<file path="src/rtl/idecode_pipe.sv">
// idecode_pipe - instruction-decode pipeline stage for the bexkat1 core.
//
// Picks the source register indices out of the instruction word, reads a
// flop-based register file with writeback forwarding, and registers the
// instruction, PC, indices and operands behind a valid/ready handshake.
// While an instruction is stalled, writebacks to its source registers are
// merged into the held operands so they never go stale.
//
// Ports:
//   clk_i, rst_i           clock, asynchronous active-high reset
//   valid_i / ready_o      fetch-side handshake
//   ir_i, pc_i             instruction word and its PC
//   flush_i                drop held instruction and current input
//   valid_o / ready_i      execute-side handshake
//   ir_o, pc_o             registered instruction and PC
//   src1_o, src2_o         registered source indices
//   reg_data_out1/2        registered operands
//   reg_write              per-16-bit-lane writeback enables
//   reg_write_addr         writeback register index
//   reg_data_in            writeback data

module idecode_pipe #(
  parameter int DATA_W = 32,
  parameter int NREGS  = 16,
  parameter int IR_W   = 64,
  localparam int LANES = DATA_W / 16
) (
  input  logic              clk_i,
  input  logic              rst_i,
  input  logic              valid_i,
  output logic              ready_o,
  input  logic [IR_W-1:0]   ir_i,
  input  logic [DATA_W-1:0] pc_i,
  input  logic              flush_i,
  input  logic              ready_i,
  output logic              valid_o,
  output logic [IR_W-1:0]   ir_o,
  output logic [DATA_W-1:0] pc_o,
  output logic [3:0]        src1_o,
  output logic [3:0]        src2_o,
  output logic [DATA_W-1:0] reg_data_out1,
  output logic [DATA_W-1:0] reg_data_out2,
  input  logic [LANES-1:0]  reg_write,
  input  logic [3:0]        reg_write_addr,
  input  logic [DATA_W-1:0] reg_data_in
);

  // Compare-class instruction type from the bexkat1 definitions; compares
  // read ra/rb instead of rb/rc.
  localparam logic [3:0] T_CMP = 4'h3;

  localparam int AW = (NREGS > 1) ? $clog2(NREGS) : 1;
  localparam logic [3:0] IDX_MASK = 4'(NREGS - 1);

  // Replace the enabled 16-bit lanes of old_v with those of new_v.
  function automatic logic [DATA_W-1:0] lane_merge(
    input logic [DATA_W-1:0] old_v,
    input logic [DATA_W-1:0] new_v,
    input logic [LANES-1:0]  en
  );
    logic [DATA_W-1:0] r;
    r = old_v;
    for (int k = 0; k < LANES; k++) begin
      if (en[k]) r[16*k +: 16] = new_v[16*k +: 16];
    end
    return r;
  endfunction

  // State
  logic [DATA_W-1:0] rf_q [NREGS];
  logic [DATA_W-1:0] rf_d [NREGS];
  logic              valid_q, valid_d;
  logic [IR_W-1:0]   ir_q, ir_d;
  logic [DATA_W-1:0] pc_q, pc_d;
  logic [3:0]        src1_q, src1_d;
  logic [3:0]        src2_q, src2_d;
  logic [DATA_W-1:0] rdo1_q, rdo1_d;
  logic [DATA_W-1:0] rdo2_q, rdo2_d;

  // Decode
  logic [3:0]        ir_type;
  logic [3:0]        rd_idx1, rd_idx2;
  logic [3:0]        wr_idx;
  logic [DATA_W-1:0] rd_val1, rd_val2;
  logic              advance;
  logic              hold;

  assign ready_o = !valid_q || ready_i;
  assign advance = valid_i && ready_o;
  assign hold    = valid_q && !ready_i;

  assign ir_type = ir_i[31:28];

  always_comb begin
    rd_idx1 = ir_i[19:16];
    rd_idx2 = ir_i[15:12];
    if (ir_type == T_CMP) begin
      rd_idx1 = ir_i[23:20];
      rd_idx2 = ir_i[19:16];
    end
    rd_idx1 = rd_idx1 & IDX_MASK;
    rd_idx2 = rd_idx2 & IDX_MASK;
  end

  assign wr_idx = reg_write_addr & IDX_MASK;

  // Write-through read: a writeback landing this edge is visible now.
  always_comb begin
    rd_val1 = rf_q[rd_idx1[AW-1:0]];
    rd_val2 = rf_q[rd_idx2[AW-1:0]];
    if (wr_idx == rd_idx1) rd_val1 = lane_merge(rd_val1, reg_data_in, reg_write);
    if (wr_idx == rd_idx2) rd_val2 = lane_merge(rd_val2, reg_data_in, reg_write);
  end

  always_comb begin
    rf_d = rf_q;
    rf_d[wr_idx[AW-1:0]] = lane_merge(rf_q[wr_idx[AW-1:0]], reg_data_in, reg_write);
  end

  always_comb begin
    valid_d = valid_q;
    ir_d    = ir_q;
    pc_d    = pc_q;
    src1_d  = src1_q;
    src2_d  = src2_q;
    rdo1_d  = rdo1_q;
    rdo2_d  = rdo2_q;

    if (flush_i) begin
      valid_d = 1'b0;
    end else if (advance) begin
      valid_d = 1'b1;
      ir_d    = ir_i;
      pc_d    = pc_i;
      src1_d  = rd_idx1;
      src2_d  = rd_idx2;
      rdo1_d  = rd_val1;
      rdo2_d  = rd_val2;
    end else if (valid_q && ready_i) begin
      valid_d = 1'b0;
    end

    // A stalled instruction tracks writebacks to its sources. hold implies
    // ready_o=0, so this never collides with a capture.
    if (hold) begin
      if (wr_idx == src1_q) rdo1_d = lane_merge(rdo1_q, reg_data_in, reg_write);
      if (wr_idx == src2_q) rdo2_d = lane_merge(rdo2_q, reg_data_in, reg_write);
    end
  end

  always_ff @(posedge clk_i or posedge rst_i) begin
    if (rst_i) begin
      valid_q <= 1'b0;
      ir_q    <= '0;
      pc_q    <= '0;
      src1_q  <= '0;
      src2_q  <= '0;
      rdo1_q  <= '0;
      rdo2_q  <= '0;
      for (int i = 0; i < NREGS; i++) rf_q[i] <= '0;
    end else begin
      valid_q <= valid_d;
      ir_q    <= ir_d;
      pc_q    <= pc_d;
      src1_q  <= src1_d;
      src2_q  <= src2_d;
      rdo1_q  <= rdo1_d;
      rdo2_q  <= rdo2_d;
      for (int i = 0; i < NREGS; i++) rf_q[i] <= rf_d[i];
    end
  end

  assign valid_o       = valid_q;
  assign ir_o          = ir_q;
  assign pc_o          = pc_q;
  assign src1_o        = src1_q;
  assign src2_o        = src2_q;
  assign reg_data_out1 = rdo1_q;
  assign reg_data_out2 = rdo2_q;

endmodule

</file>
<file path="config.mk">
export PLATFORM = sky130hd
export DESIGN_NAME = idecode_pipe
export DESIGN_NICKNAME = d
export VERILOG_FILES = /design/src/rtl/idecode_pipe.sv
export SDC_FILE = /design/constraint.sdc
export NUM_CORES = 2
export LEC_CHECK = 0
export ABC_CLOCK_PERIOD_IN_PS = 53400
export CORE_MARGIN = 3
export CORE_UTILIZATION = 40
export DETAILED_ROUTE_END_ITERATION = 7
export GPL_ROUTABILITY_DRIVEN = 0
export PLACE_DENSITY = 0.58
export SYNTH_ARGS = -nofsm -noshare
export SYNTH_HDL_FRONTEND = slang
export SYNTH_SLANG_ARGS = --single-unit
</file>
<file path="constraint.sdc">
create_clock -name clk_i -period 53.4 [get_ports clk_i]
set_input_delay 13.35 -clock clk_i [delete_from_list [all_inputs] [get_ports clk_i]]
set_output_delay 13.35 -clock clk_i [all_outputs]
set_load 0.005 [all_outputs]
</file>
==> flow_metrics.py <==
metrics = {
    "place": {
        "dpl.cell_count": 5608,
        "port_buffers": 308,
        "dp_hpwl_mm": 90.3,
        "place_area_um2": 42300,
    },
    "synth": {
        "synth_ff_type": "dfrtp_1",
        "yosysWarnings": 0,
        "avgSynthCellArea_um2": 8.88,
        "synth_nets": 4465,
        "netlist.area_leader.share": 0.444,
        "yosysSeqAreaShare": 0.444,
        "synth_common_cells": "1185 x nand2_1, 681 x dfrtp_1, 541 x a21oi_1",
        "synth_edf_count": 0,
        "synth_largest_area_cell": "dfrtp_1",
        "synth_most_common_cell": "nand2_1",
        "synthCells": 4326,
        "synth_area_um2": 38400,
        "yosys_register_bits": 681,
        "synthArstFlopShare": 1.00,
        "synth_area_leaders": "dfrtp_1 44%, nand2_1 12%, mux4_2 9.5%, a21oi_1 7.0%, nor2_1 3.9%",
        "ys_types": 60,
    },
    "routing": {
        "drt_first_pass_iters": 7,
        "drt_iter0_drc": 4770,
        "wl_mm": 156,
        "remaining_drc_errors": 0,
        "num_vias": 35600,
        "viasPerCell": 6.19,
        "ant_nets": 0,
        "wl_per_cell_um": 27.1,
    },
    "min_path": {
        "hold_depth": 2,
        "hold_start": "ir_o[40]",
        "holdPathEnd": "ir_o[40]",
        "hp-class": "reg -> reg",
    },
    "timing": {
        "period_share": 0.525,
        "rsz0062_at_grt": "no",
        "fin_crit_ns": 28.01,
        "skew_ns": 0.0309,
        "slew_headroom": 0.181,
        "fmax_mhz": 35.7,
        "tightest_slew_ns": 1.23,
        "setup_viol": 0,
        "finalHoldViolCount": 0,
        "slew_viol_final": 0,
        "final.setup.tns_ns": 0,
    },
    "worst_setup_path": {
        "cp_max_fo": 6,
        "cpMaxStageDelayCell": "clkdlybuf4s50_1",
        "path_class": "in -> out",
        "required_ns": 40.05,
        "crit_family": "buffers and inverters",
        "crit_path_max_incr_delay_ns": 0.57,
        "r2r-start": "valid_o",
        "worstRegToRegCells": 6,
        "crit_path_start_kind": "input pin",
        "crit_chain": "clkdlybuf4s50_1 > nand2b_1 > clkdlybuf4s50_1",
        "r2r_setup_slack_ns": 50.31,
        "cp.arrival_ns": 14.66,
        "r2r-end": "reg_data_out2[16]",
        "endpoint_kind": "output port",
        "crit_top_cell": "clkdlybuf4s50_1",
        "path_buf_inv": 2,
    },
    "die": {
        "start_util": 0.404,
        "die_h_um": 316,
        "pin_count": 309,
        "row_count": 113,
        "die_w_um": 316,
        "die-area_um2": 99800,
        "core_um2": 95200,
    },
    "global_route": {
        "grt_pass1_vias": 33500,
        "grt_overflow": 0,
        "grt_pass1_wl_mm": 228,
        "grt_max_degree": 165,
        "antenna_found_initial": 4,
        "grt.total_usage": 0.306,
    },
    "final_layout": {
        "design_area_um2": 44900,
        "area_growth_pct": 17.0,
        "fin_cells": 5749,
        "fin_nets": 4562,
        "drive_above_1_share": 0.106,
    },
    "pwr": {
        "power_density_nw_per_um2": 40.8,
        "power.leakage_nw": 18.6,
        "ir_drop_uv": 25.2,
        "total_power_mw": 1.83,
    },
    "clocking": {
        "cts.sinks": 681,
        "path_clk_slew_ns": 0.06,
        "cts.path.max_buffers": 3,
        "htree_levels": 3,
        "clock_latency_ns": 0.67,
        "cts_hold_buf": 0,
        "cts_tree": "built",
        "ctsResizeCount": 0,
        "post-cts-setup-buffer-count": 0,
        "root_buffer": "clkbuf_16",
        "cts_buffers": 78,
    },
    "outcome": {
        "status": "complete, no violations",
    },
    "flow_run": {
        "drv_cap": 0,
    },
}
==> worst reg2reg max path: stages (launching register included) <==
cell and delay, ns:
dfrtp_1 0.40, nand2b_1 0.26, nor3b_2 0.25, buf_4 0.53, nand2b_1 0.86, a221oi_1 0.55, a21oi_1 0.13
==> cells in the final DEF, fill, tap and decap left out, types with 61 or more instances in the layout <==
cell and count:
mux2i_1 61, buf_4 92, nand2_1 1184, o21ai_0 179, dfrtp_1 681, a32oi_1 91, nor2_1 378, a22oi_1 85
nand3_1 126, a31oi_1 88, clkdlybuf4s50_1 304, clkbuf_16 78, a21oi_1 540, mux4_2 162
==> report_power, final <==
group / total [mW] / switching [mW] / internal [mW]
combinational: 0.494 / 0.262 / 0.232
clock: 0.561 / 0.240 / 0.321
sequential: 0.776 / 0.134 / 0.643
==> kinds of logic (layout without fill, tap and decap cells) <==
logic type                Yosys count  after routing  share of synthesized area
AOI/OAI and AO/OA                1146           1146                      0.180
other                               0              4                          0
buffers and inverters             403            557                     0.0490
DFF                               681            681                      0.444
xor gates and xnor gates           11             11                    0.00251
and+or+nand+nor                  1816           1816                      0.191
muxes                             269            269                      0.135
==> area by class of cell <==
type,instances,area (µm²)
Clock inverter,27,380
Inverter,18,75.1
Antenna cell,4,10.0
Timing Repair Buffer,402,3840
Sequential cell,681,17000
Tap cell,1265,1580
Clock buffer,110,2250
Fill cell,8937,50200
Multi-Input combinational cell,3242,19700
==> flip-flops by register name, indices dropped and copies added, names as in the netlist <==
name and cells:
rf_q 512, ir_o 64, pc_o 32, reg_data_out1 32, reg_data_out2 32, src1_o 4, src2_o 4, valid_o 1
==> metrics by stage <==
stage	hold slack [ns]	setup WS, ns	utilization
5_1_grt	0.495	25.33	0.472
3_3_place_gp	0.458	25.40	0.444
6_report	0.470	25.39	0.472
4_1_cts	0.476	25.38	0.472
3_5_place_dp	0.461	25.39	0.444
2_1_floorplan	0.470	20.96	-
==> worst max-delay path by stage <==
stage                  from  endpoint  depth (start not counted)
floorplan             rst_i   ir_o[0]                          1
global placement    ready_i   ready_o                          3
detailed placement  ready_i   ready_o                          3
CTS                 ready_i   ready_o                          3
global route        ready_i   ready_o                          3
finish              ready_i   ready_o                          3
==> per-layer routing <==
metal	share of wire	wire length (µm)	global-route usage
met1	0.39	61200	0.412
met2	0.44	69100	0.462
met3	0.11	17000	0.0743
met4	0.053	8220	0.152
met5	0.000077	12	0
Power figures use the tool's default switching activity.
